## config.mk

```make
export PLATFORM = sky130hd
export DESIGN_NAME = soma_serie
export DESIGN_NICKNAME = d
export VERILOG_FILES = /design/src/rtl/soma_pkg.sv /design/src/rtl/soma_chunk.sv /design/src/rtl/soma_serie.sv
export SDC_FILE = /design/constraint.sdc
export NUM_CORES = 1
export LEC_CHECK = 0
export BUFFER_PORTS_ARGS = -buffer_cell sky130_fd_sc_hd__buf_2
export CAP_MARGIN = 20
export CORE_MARGIN = 5
export CORE_UTILIZATION = 40
export CTS_CLUSTER_DIAMETER = 80
export CTS_CLUSTER_SIZE = 12
export DETAILED_ROUTE_END_ITERATION = 8
export PLACE_DENSITY_LB_ADDON = 0.3
export SYNTH_ARGS = -nofsm -noshare
export SYNTH_HDL_FRONTEND = slang
export SYNTH_SLANG_ARGS = --single-unit
```

## constraint.sdc

```tcl
create_clock -name clk -period 2.6 [get_ports clk]
set_clock_uncertainty 0.2 [all_clocks]
set_input_delay 0.39 -clock clk [delete_from_list [all_inputs] [get_ports clk]]
set_output_delay 0.39 -clock clk [all_outputs]
set_load 0.01 [all_outputs]
```

## src/rtl/soma_pkg.sv

```systemverilog
// Shared types and constants for the serial add/subtract unit.
package soma_pkg;

  typedef enum logic [1:0] {
    IDLE = 2'd0,
    RUN  = 2'd1,
    FIN  = 2'd2
  } state_t;

  localparam logic OP_ADD = 1'b0;
  localparam logic OP_SUB = 1'b1;

endpackage

```

## src/rtl/soma_chunk.sv

```systemverilog
// Combinational CHUNK-bit full adder, reused once per serial step.
module soma_chunk
  import soma_pkg::*;
#(
  parameter int CHUNK = 3
) (
  input  logic [CHUNK-1:0] a,
  input  logic [CHUNK-1:0] b,
  input  logic             cin,
  output logic [CHUNK-1:0] sum,
  output logic             cout
);

  logic [CHUNK:0] total;

  assign total = {1'b0, a} + {1'b0, b} + {{CHUNK{1'b0}}, cin};
  assign sum   = total[CHUNK-1:0];
  assign cout  = total[CHUNK];

endmodule

```

## src/rtl/soma_serie.sv

```systemverilog
// Multi-cycle two's-complement add/subtract, CHUNK bits per clock.
// Optional build macro SOMA_SAT_EN: saturate res on signed overflow instead of wrapping.
module soma_serie
  import soma_pkg::*;
#(
  parameter int WIDTH = 9,
  parameter int CHUNK = 3
) (
  input  logic             clk,
  input  logic             rst_n,
  input  logic             go,
  input  logic             op,
  input  logic [WIDTH-1:0] a,
  input  logic [WIDTH-1:0] b,
  output logic             busy,
  output logic             done,
  output logic [WIDTH-1:0] res,
  output logic             ovf,
  output logic             carry
);

  localparam int NCH   = WIDTH / CHUNK;
  localparam int CNT_W = (NCH > 1) ? $clog2(NCH) : 1;

  if (WIDTH < 2 || CHUNK < 1 || (WIDTH % CHUNK) != 0) begin : g_bad_cfg
    $error("soma_serie: WIDTH must be >= 2 and a multiple of CHUNK");
  end

  state_t               state, state_nxt;
  logic                 go_q;
  logic                 start;
  logic [CNT_W-1:0]     cnt;
  logic                 last;

  logic [WIDTH-1:0]     a_sh, b_sh;
  logic [WIDTH-1:0]     acc;
  logic                 a_msb, b_msb;
  logic                 c;
  logic [CHUNK-1:0]     step_sum;
  logic                 step_cout;
  logic [WIDTH+CHUNK-1:0] acc_cat;

  logic                 ovf_fin;
  logic [WIDTH-1:0]     res_fin;

  assign start = go & ~go_q;
  assign last  = (cnt == CNT_W'(NCH - 1));
  assign busy  = (state != IDLE);

  // go_q comes out of reset high so a level held through reset is not an edge
  always_ff @(posedge clk or negedge rst_n) begin
    if (!rst_n) begin
      state <= IDLE;
      go_q  <= 1'b1;
      cnt   <= '0;
    end else begin
      state <= state_nxt;
      go_q  <= go;
      if (state == RUN) cnt <= cnt + CNT_W'(1);
      else              cnt <= '0;
    end
  end

  always_comb begin
    state_nxt = state;
    case (state)
      IDLE:    if (start) state_nxt = RUN;
      RUN:     if (last)  state_nxt = FIN;
      FIN:     state_nxt = IDLE;
      default: state_nxt = IDLE;
    endcase
  end

  soma_chunk #(.CHUNK(CHUNK)) u_chunk (
    .a    (a_sh[CHUNK-1:0]),
    .b    (b_sh[CHUNK-1:0]),
    .cin  (c),
    .sum  (step_sum),
    .cout (step_cout)
  );

  // Operands shift down so the active chunk always sits at bit 0
  assign acc_cat = {step_sum, acc};

  always_ff @(posedge clk) begin
    if (state == IDLE && start) begin
      a_sh  <= a;
      b_sh  <= (op == OP_SUB) ? ~b : b;
      a_msb <= a[WIDTH-1];
      b_msb <= (op == OP_SUB) ? ~b[WIDTH-1] : b[WIDTH-1];
      c     <= (op == OP_SUB);
      acc   <= '0;
    end else if (state == RUN) begin
      a_sh  <= a_sh >> CHUNK;
      b_sh  <= b_sh >> CHUNK;
      c     <= step_cout;
      acc   <= acc_cat[WIDTH+CHUNK-1:CHUNK];
    end
  end

  assign ovf_fin = (a_msb == b_msb) & (acc[WIDTH-1] != a_msb);

`ifdef SOMA_SAT_EN
  function automatic logic signed [WIDTH-1:0] saturate(
    input logic signed [WIDTH-1:0] raw,
    input logic                    ov,
    input logic                    sign
  );
    logic signed [WIDTH-1:0] pos_max;
    logic signed [WIDTH-1:0] neg_min;
    pos_max = {1'b0, {(WIDTH-1){1'b1}}};
    neg_min = {1'b1, {(WIDTH-1){1'b0}}};
    if (!ov)  return raw;
    if (sign) return neg_min;
    return pos_max;
  endfunction

  assign res_fin = saturate(acc, ovf_fin, a_msb);
`else
  assign res_fin = acc;
`endif

  // Result stage: outputs register as FIN retires, done lines up with them
  always_ff @(posedge clk or negedge rst_n) begin
    if (!rst_n) begin
      done  <= 1'b0;
      res   <= '0;
      ovf   <= 1'b0;
      carry <= 1'b0;
    end else begin
      done <= (state == FIN);
      if (state == FIN) begin
        res   <= res_fin;
        ovf   <= ovf_fin;
        carry <= c;
      end
    end
  end

endmodule

```

==> results_dict.tcl, run 1 <==
set metrics [dict create \
    outcome "finished, final reports clean" \
    yosys.area_share.simple_pct 13.1 \
    hold_class "primary input to flip-flop" \
    cts_root_buffer "clkbuf_8" \
    finalMaxSlewViolations 0 \
    highest_layer "met4" \
    yosys.area.top_type "edfxtp_1" \
    pre_cts_slack_ns 0.613 \
    post-route-min-period_ns 2.21 \
    cp.required_ns 2.42 \
    path_delay_family "buffers and inverters" \
    period_share_pct 85.1 \
    area_growth_pct 16.2 \
    insertion_delay_ns 0.30 \
    hold_violations 0 \
    synth_mux_area_share_pct 5.68 \
    die_h_um 80.4 \
    drt-vias-per-instance 4.36 \
    cts.hold.buffers_added 2 \
    synthesis.nets 195 \
    critical_path_arrival_ns 2.04 \
    finalSetupTns_ns 0 \
    clk_pin_slew_ns 0.09 \
    cts_sinks 47 \
    synth_seq_area_share_pct 62.4 \
    crit_path_end_kind "flip-flop" \
    peakVddDrop_mv 0.373 \
    grt_pass1_wl_um 5360 \
    num_rows 25 \
    htree_levels 2 \
    io_pins 35 \
    cts_buffers 5 \
    synthTopCellsByArea "edfxtp_1, dfrtp_1, dfxtp_1, nand2_1, mux2_2" \
    die_w_um 80.4 \
    drc 0 \
    cts.repair.resized 0 \
    antenna_found_initial 0 \
    hp-start "a[8]" \
    fin_hold_ws_ns 0.0778 \
    synthXorXnorAreaFrac_pct 4.42 \
    wl_met3_um 196 \
    hold_depth 1 \
    pwr_density_cell_nw_per_um2 1140 \
    worstPathMaxFanout 13 \
    cp_num_buf_inv 3 \
    dieArea_um2 6460 \
    grt_max_degree 22 \
    place.port_buffers 34 \
    min_to "a_msb$_DFFE_PP_" \
    setup_ws_ns 0.387 \
    rsz0062_at_grt "no" \
    slew_headroom_pct 50.4 \
    wl_um 3220 \
    met1_length_um 1510 \
    wl_per_cell_um 11.8 \
    drtIter0Drc 45 \
    synth_top_family_by_area "simple AND/OR/NAND/NOR gates" \
    synth_adder_area_share_pct 3.91 \
    worst-slew-pin-transition_ns 0.743 \
    dpl.hpwl_um 2250 \
    nets 232 \
    crit_path_top_delay_cell "dlygate4sd3_1" \
    r2r-start "state[1]$_DFFE_PN0P_" \
    core_area_um2 4750 \
    path_class "primary input to flip-flop" \
    synth-seq-cells 47 \
    final_layout_size_suffix_gt1_share_pct 27.7 \
    startpoint_type "primary input" \
    synth_compound_area_share_pct 5.56 \
    cpPeakStageDelay_ns 0.52 \
    fmax_mhz 452 \
    clockBufferDepth 2 \
    leakagePower_nw 1.04 \
    drtAntennaViolNets 0 \
    synth_cells 168 \
    cts_tree "built" \
    r2r_end "c$_DFFE_PP_" \
    cap_violations 0 \
    vias 1191 \
    initial_core_util_pct 41.7 \
    post-cts-setup-buffers 0 \
    grt_overflow 0 \
    fin_util_pct 48.4 \
    synth_top_area_share_pct 31.8 \
    worstPathCellList "dlygate4sd3_1 -> buf_2 -> or4b_1 -> nand2_1 -> buf_12" \
    wl_met2_um 1460 \
    r2r_slack_ns 0.60 \
    synth_area_per_cell_um2 11.8 \
    netlist_area_um2 1980 \
    yosysUniqueCellTypes 27 \
    gp_congestion 0.734 \
    diodes 0 \
    drt_pre_antenna_iters 4 \
    setup_violations 0 \
    track_usage_pct 11.1 \
    n_fill_cell 477 \
    first_global_vias 1225 \
    ys_warn_count 0 \
    worstRegToRegCells 3 \
]
==> cells in the final DEF (no fill, tap or decap), drive strengths merged, types with 3 or more instances in the layout <==
cell and count:
ha 3, and2 5, nor2 7, xnor2 9
edfxtp 21, dfxtp 9, dfrtp 16, nand2 42
inv 5, buf 37, clkbuf 6, mux2 10
o21ai 8, a21oi 11
==> synthesized netlist by cell type <==
master / instances
inv_1: 5
nor2b_1: 1
nand2_1: 42
and2_1: 5
clkinv_2: 1
o21ai_1: 6
a211oi_1: 1
mux2_2: 10
dfstp_2: 1
buf_2: 2
nand2b_1: 2
o21ai_0: 2
a21oi_1: 11
xor2_1: 1
edfxtp_1: 21
or2_2: 1
a21o_1: 1
dfxtp_1: 9
buf_6: 5
xnor2_1: 9
or4b_1: 1
fa_1: 2
ha_1: 3
nor2_1: 7
clkbuf_1: 2
dfrtp_1: 16
and3b_1: 1
==> metal layers <==
metal  vias to the layer above  GRT usage [%]
li1                        626              -
met1                       531           13.6
met2                        28           17.2
met3                         6           4.60
met4                         0           4.56
met5                         -              0
==> cells by family after synthesis <==
group           Yosys count
flops                    47
buf+inv                  15
simple gates             60
fa+ha+maj                 5
mux                      10
xor+xnor                 10
compound gates           21
==> flip-flops by register name, indices dropped and copies added (netlist names) <==
name and count:
a_msb 1, cnt 2, res 9, done 1
carry 1, c 1, b_msb 1, a_sh 9
acc 9, state 2, ovf 1, b_sh 9
go_q 1
==> final cells by class <==
| type | instances | area [um^2] | area share [%] |
|---|---|---|---|
| Sequential cell | 47 | 1240 | 53.8 |
| Multi-Input combinational cell | 106 | 647 | 28.1 |
| Timing Repair Buffer | 39 | 225 | 9.78 |
| Tap cell | 67 | 83.8 | 3.64 |
| Clock buffer | 6 | 72.6 | 3.15 |
| Inverter | 6 | 23.8 | 1.03 |
| Clock inverter | 2 | 12.5 | 0.543 |
==> how the worst max path moves through the flow <==
| stage | from | endpoint | slack, ns | cells past startpoint |
|---|---|---|---|---|
| floorplan | state[1]$_DFFE_PN0P_ | a_sh[0]$_DFFE_PP_ | 0.41 | 4 |
| global placement | go | a_sh[4]$_DFFE_PP_ | 0.60 | 4 |
| detailed placement | state[1]$_DFFE_PN0P_ | a_sh[6]$_SDFFCE_PN0P_ | 0.61 | 3 |
| CTS | go | b_sh[3]$_DFFE_PP_ | 0.37 | 5 |
| global route | go | a_sh[7]$_SDFFCE_PN0P_ | 0.32 | 5 |
| finish | go | c$_DFFE_PP_ | 0.39 | 5 |
==> power by group <==
part | internal, mW | total (mW) | switching (mW) | leakage, nW
clock network | 0.188 | 0.425 | 0.237 | 0.0412
logic | 0.403 | 0.878 | 0.476 | 0.496
registers | 1.17 | 1.32 | 0.143 | 0.500
==> worst register-to-register path, cell delays in order (launching register included) <==
cell and delay [ns]:
dfrtp_1 0.41, or4b_1 0.60, nand2_1 0.32, buf_12 0.19
==> through the flow <==
stage	total power, mW	instance area, um^2	std cells
after detailed placement	2.23	2200	263
after global placement	2.20	2200	263
final	2.62	2300	273
after CTS	2.66	2300	273
after global routing	2.83	2300	273
after floorplan	1.95	1980	168
No activity file was read; power rests on OpenSTA's default activity.
==> inputs of run 2 (changes only) <==
- ABC_AREA: not set -> 1
==> results_dict.tcl, run 2 <==
set metrics [dict create \
    grt_overflow 0 \
    netlist_area_um2 2020 \
    path_class "flip-flop to flip-flop" \
    yosysMostFrequentCell "nand2_1" \
    fmax_mhz 548 \
    placed_area_um2 2240 \
    insertion_delay_ns 0.30 \
    hp-start "a[8]" \
    synth_top_family_by_area "simple AND/OR/NAND/NOR gates" \
    setup_violations 0 \
    final_common_cell "nand2_1" \
    worst-slew-pin-transition_ns 0.520 \
    synth-seq-cells 47 \
    ys_async_sr_fraction_pct 36.2 \
    vias 1435 \
    dpl.hpwl_um 2400 \
    wl_per_cell_um 10.9 \
    clk_pin_slew_ns 0.09 \
    rsz0062_at_grt "no" \
    ys.flop_type "edfxtp_1" \
    leakagePower_nw 1.19 \
    die_w_um 81.1 \
    cts_sinks 47 \
    hold_violations 0 \
    hold_class "primary input to flip-flop" \
    synth_seq_area_share_pct 61.2 \
    gp_congestion 0.699 \
    grt_max_degree 23 \
    core_area_um2 4820 \
    cts_buffers 5 \
    yosys.area_share.simple_pct 23.3 \
    synth_compound_area_share_pct 2.48 \
    drt_pre_antenna_iters 5 \
    num_rows 25 \
    drc 0 \
    clockBufferDepth 2 \
    post-cts-setup-buffers 0 \
    place.port_buffers 34 \
    slew_headroom_pct 65.2 \
    r2r_end "acc[7]$_SDFFE_PP0P_" \
    fin_util_pct 49.1 \
    grt_pass1_wl_um 6180 \
    drtAntennaViolNets 0 \
    cts.repair.resized 0 \
    synth_area_per_cell_um2 9.36 \
    diodes 0 \
    nets 280 \
    synthXorXnorAreaFrac_pct 3.47 \
    fin_area_um2 2370 \
    drt-vias-per-instance 4.47 \
    synth_mux_area_share_pct 0 \
    die_h_um 81.1 \
    r2r_slack_ns 0.78 \
    io_pins 35 \
    n_fill_cell 483 \
    min_to "a_msb$_DFFE_PP_" \
    startpoint_type "flip-flop" \
    antenna_found_initial 0 \
    power_mw 2.66 \
    crit_path_end_kind "flip-flop" \
    layout_common_cells "nand2_1, buf_2, edfxtp_1" \
    yosysUniqueCellTypes 19 \
    final_layout_size_suffix_gt1_share_pct 18.9 \
    synth_common_cells "nand2_1, edfxtp_1, inv_1" \
    fin_hold_ws_ns 0.0949 \
    synth_cells 216 \
    area_growth_pct 17.1 \
    cp.required_ns 2.63 \
    period_share_pct 70.1 \
    cts_root_buffer "clkbuf_8" \
    synth-edff-count 21 \
    first_global_vias 1395 \
    worstPathMaxFanout 2 \
    initial_core_util_pct 42.0 \
    htree_levels 2 \
    worstRegToRegCells 6 \
    wl_um 3490 \
    post-route-min-period_ns 1.82 \
    peakVddDrop_mv 0.380 \
    synthesis.nets 243 \
    synth_adder_area_share_pct 3.84 \
    outcome "finished, final reports clean" \
    drtIter0Drc 78 \
    yosys.area.top_type "edfxtp_1" \
    pwr_density_cell_nw_per_um2 1120 \
    cts_tree "built" \
    track_usage_pct 12.5 \
    dieArea_um2 6580 \
    cap_violations 0 \
    hold_depth 1 \
    finalSetupTns_ns 0 \
    finalMaxSlewViolations 0 \
    r2r-start "c$_DFFE_PP_" \
    synth_top_area_share_pct 31.2 \
    synthTopCellsByArea "edfxtp_1, dfrtp_1, nand2_1, dfxtp_1, inv_1" \
    ys_warn_count 0 \
    critical_path_arrival_ns 1.86 \
]
## run 2: worst max-delay path by stage
stage                                     end            startpoint  slack (ns)
final                     acc[7]$_SDFFE_PP0P_           c$_DFFE_PP_        0.78
after global routing      acc[7]$_SDFFE_PP0P_           c$_DFFE_PP_        0.62
after CTS                 acc[7]$_SDFFE_PP0P_           c$_DFFE_PP_        0.77
after detailed placement  acc[7]$_SDFFE_PP0P_           c$_DFFE_PP_        0.79
after global placement    acc[7]$_SDFFE_PP0P_           c$_DFFE_PP_        0.83
after floorplan             a_sh[0]$_DFFE_PP_  state[1]$_DFFE_PN0P_        0.76
## run 2: layout make-up
type	count	area, um^2	share of cell area [%]
Clock inverter	1	6.26	0.264
Clock buffer	7	97.6	4.12
Timing Repair Buffer	38	205	8.67
Sequential cell	47	1240	52.3
Tap cell	67	83.8	3.54
Multi-Input combinational cell	143	669	28.3
Inverter	18	67.6	2.85
## run 2: critical path: stages (launching register included)
cell and delay, ns:
edfxtp_1 0.43, fa_1 0.46, inv_1 0.08, fa_1 0.40, nand2_1 0.07, nand2_1 0.05
nor2_1 0.08
## run 2: what timing repair did
| item | CTS | global route |
|---|---|---|
| setup endpoints to repair | 0 | 0 |
| hold endpoints to repair | 17 | 0 |
| hold buffers | 2 | 0 |
## run 2: through the flow
stage	instances	setup WS [ns]
after floorplan	216	0.762
after global placement	311	0.834
after detailed placement	311	0.786
after CTS	321	0.767
after global routing	321	0.620
final	321	0.777
## run 2: cells by family (layout without fill, tap and decap cells)
logic type / Yosys count / in the layout
and+or+nand+nor: 120 / 120
DFF: 47 / 47
buffers and inverters: 26 / 64
AOI/OAI and AO/OA: 10 / 10
xor gates and xnor gates: 8 / 8
adders and majority gates: 5 / 5
## run 2: metal layers
metal | GRT usage (%) | share of wire [%] | vias to the layer above | routed length (um)
met5 | 0 | 0 | - | 0
met2 | 20.0 | 47 | 40 | 1640
li1 | - | - | 738 | -
met4 | 5.57 | 1.7 | 0 | 61
met1 | 15.5 | 44 | 651 | 1550
met3 | 3.66 | 6.8 | 6 | 239
## run 2: report_power, final
group / switching, mW / internal [mW]
clock: 0.246 / 0.249
combinational: 0.527 / 0.328
sequential: 0.141 / 1.17
total: 0.914 / 1.74
==> inputs of run 3 (changes only) <==
- clock period: 2.6 -> 1.7 ns (I/O delays scaled with it)
==> results_dict.tcl, run 3 (synthesis gave the netlist of run 2 again) <==
set metrics [dict create \
    grt_pass1_wl_um 5800 \
    finalMaxSlewViolations 0 \
    wl_um 3380 \
    dp_cells 314 \
    crit_path_end_kind "flip-flop" \
    finalSetupTns_ns -0.0163 \
    violations "setup timing" \
    fin_util_pct 50.1 \
    startpoint "b_sh[0]$_DFFE_PP_" \
    cts_root_buffer "clkbuf_8" \
    layout_common_cells "nand2_1, buf_2, edfxtp_1" \
    post-cts-setup-buffers 0 \
    cp.required_ns 1.73 \
    die_h_um 81.1 \
    track_usage_pct 11.7 \
    peakVddDrop_mv 0.786 \
    comb_power_share_pct 34.7 \
    crit_path_top_delay_cell "edfxtp_1" \
    pwr_density_cell_nw_per_um2 1680 \
    outcome "finished with violations" \
    leakagePower_nw 1.20 \
    worstPathMaxFanout 2 \
    placed_area_um2 2300 \
    r2r_end "acc[7]$_SDFFE_PP0P_" \
    slew_headroom_pct 69.3 \
    cap_violations 0 \
    die_w_um 81.1 \
    dpl.hpwl_um 2320 \
    wl_per_cell_um 10.4 \
    fin_area_um2 2410 \
    p_sw_mw 1.39 \
    setup_ws_ns -0.0163 \
    grt_overflow 0 \
    core_area_um2 4820 \
    crit_path_end "acc[7]$_SDFFE_PP0P_" \
    grt_max_degree 23 \
    p_int_mw 2.65 \
    power_mw 4.04 \
    drt-vias-per-instance 4.34 \
    multi_input_area_um2 674 \
    cts_buffers 5 \
    pwr-share-seq_pct 49.5 \
    startpoint_type "flip-flop" \
    post-route-min-period_ns 1.72 \
    fin_hold_ws_ns 0.0253 \
    drtIter0Drc 46 \
    final_common_cell "nand2_1" \
    clockBufferDepth 2 \
    insertion_delay_ns 0.29 \
    cts_sinks 47 \
    fmax_mhz 583 \
    initial_core_util_pct 42.0 \
    critical_path_arrival_ns 1.75 \
    antenna_found_initial 0 \
    swShare_pct 34.4 \
    rsz0062_at_grt "yes" \
    hold_violations 0 \
    gp_congestion 0.707 \
    htree_levels 2 \
    first_global_vias 1318 \
    vias 1409 \
    drc 0 \
    drt_pre_antenna_iters 4 \
    hold_class "primary input to flip-flop" \
    instances_no_fill 325 \
    clkPwrFrac_pct 15.8 \
    num_rows 25 \
    final_layout_size_suffix_gt1_share_pct 20.9 \
    n_fill_cell 479 \
    period_share_pct 101 \
    nets 284 \
    clk_pin_slew_ns 0.09 \
    worst-slew-pin-transition_ns 0.461 \
    path_class "flip-flop to flip-flop" \
    r2r_slack_ns -0.02 \
    pre_cts_slack_ns -0.0278 \
    cpPeakStageDelay_ns 0.41 \
    place.port_buffers 34 \
    worstRegToRegCells 6 \
    cts_tree "built" \
    setup_violations 1 \
    area_growth_pct 19.2 \
    diodes 0 \
    worstPathCellList "fa_2 -> inv_2 -> fa_1 -> nand2_1 -> nand2_1 -> nor2_1" \
    cpMostUsedCell "nand2_1" \
    ff_latch_area_um2 1240 \
    dieArea_um2 6580 \
    io_pins 35 \
    drtAntennaViolNets 0 \
    r2r-start "b_sh[0]$_DFFE_PP_" \
]
## run 3: cell types whose count changed in the layout (fill, tap and decap cells not counted), sizes merged
cell / previous run / this run
buf: 36 / 39
clkbuf: 7 / 6
clkinv: 0 / 1
clkinvlp: 0 / 1
dlygate4sd3: 2 / 3
inv: 19 / 18
## run 3: final cells by class
class	count	share of cell area [%]
Sequential cell	47	51.3
Multi-Input combinational cell	143	28.0
Timing Repair Buffer	42	10.9
Tap cell	67	3.48
Clock buffer	6	3.01
Inverter	18	2.80
Clock inverter	2	0.519
## run 3: worst min-delay path by stage
stage,end,start,cells after the start
global route,a_sh[3]$_DFFE_PP_,a[3],3
global placement,res[2]$_DFFE_PN0P_,rst_n,1
CTS,a_sh[3]$_DFFE_PP_,a[3],3
detailed placement,res[5]$_DFFE_PN0P_,rst_n,1
floorplan,carry$_DFFE_PN0P_,rst_n,0
finish,a_sh[3]$_DFFE_PP_,a[3],3
## run 3: worst max-delay path: cells and delay by family, from the launching register on
family / cells / cell delay, ns
adder cells (fa/ha/maj): 2 / 0.80
buffers and inverters: 1 / 0.06
flip-flops: 1 / 0.41
AND/OR/NAND/NOR: 3 / 0.19
## run 3: power groups by stage
stage,logic (mW),clock network [mW],registers [mW]
finish,1.40,0.638,2.00
floorplan,0.939,0,2.04
global placement,1.40,0,2.02
global route,1.66,0.713,2.06
detailed placement,1.42,0,2.03
CTS,1.44,0.667,2.01
## run 3: timing repair
action | in CTS | in global routing
hold buffers | 3 | 0
pin swaps | 1 | 0
gates resized for setup | 1 | 0
endpoints found under the setup margin | 1 | 12
endpoints found under the hold margin | 19 | 0
## run 3: layer usage
metal | up-vias | global-route usage (%) | routed length (um)
met5 | - | 0 | 0
met4 | 0 | 4.05 | 49
met3 | 5 | 3.77 | 211
met2 | 30 | 19.5 | 1540
met1 | 627 | 14.1 | 1580
li1 | 747 | - | -
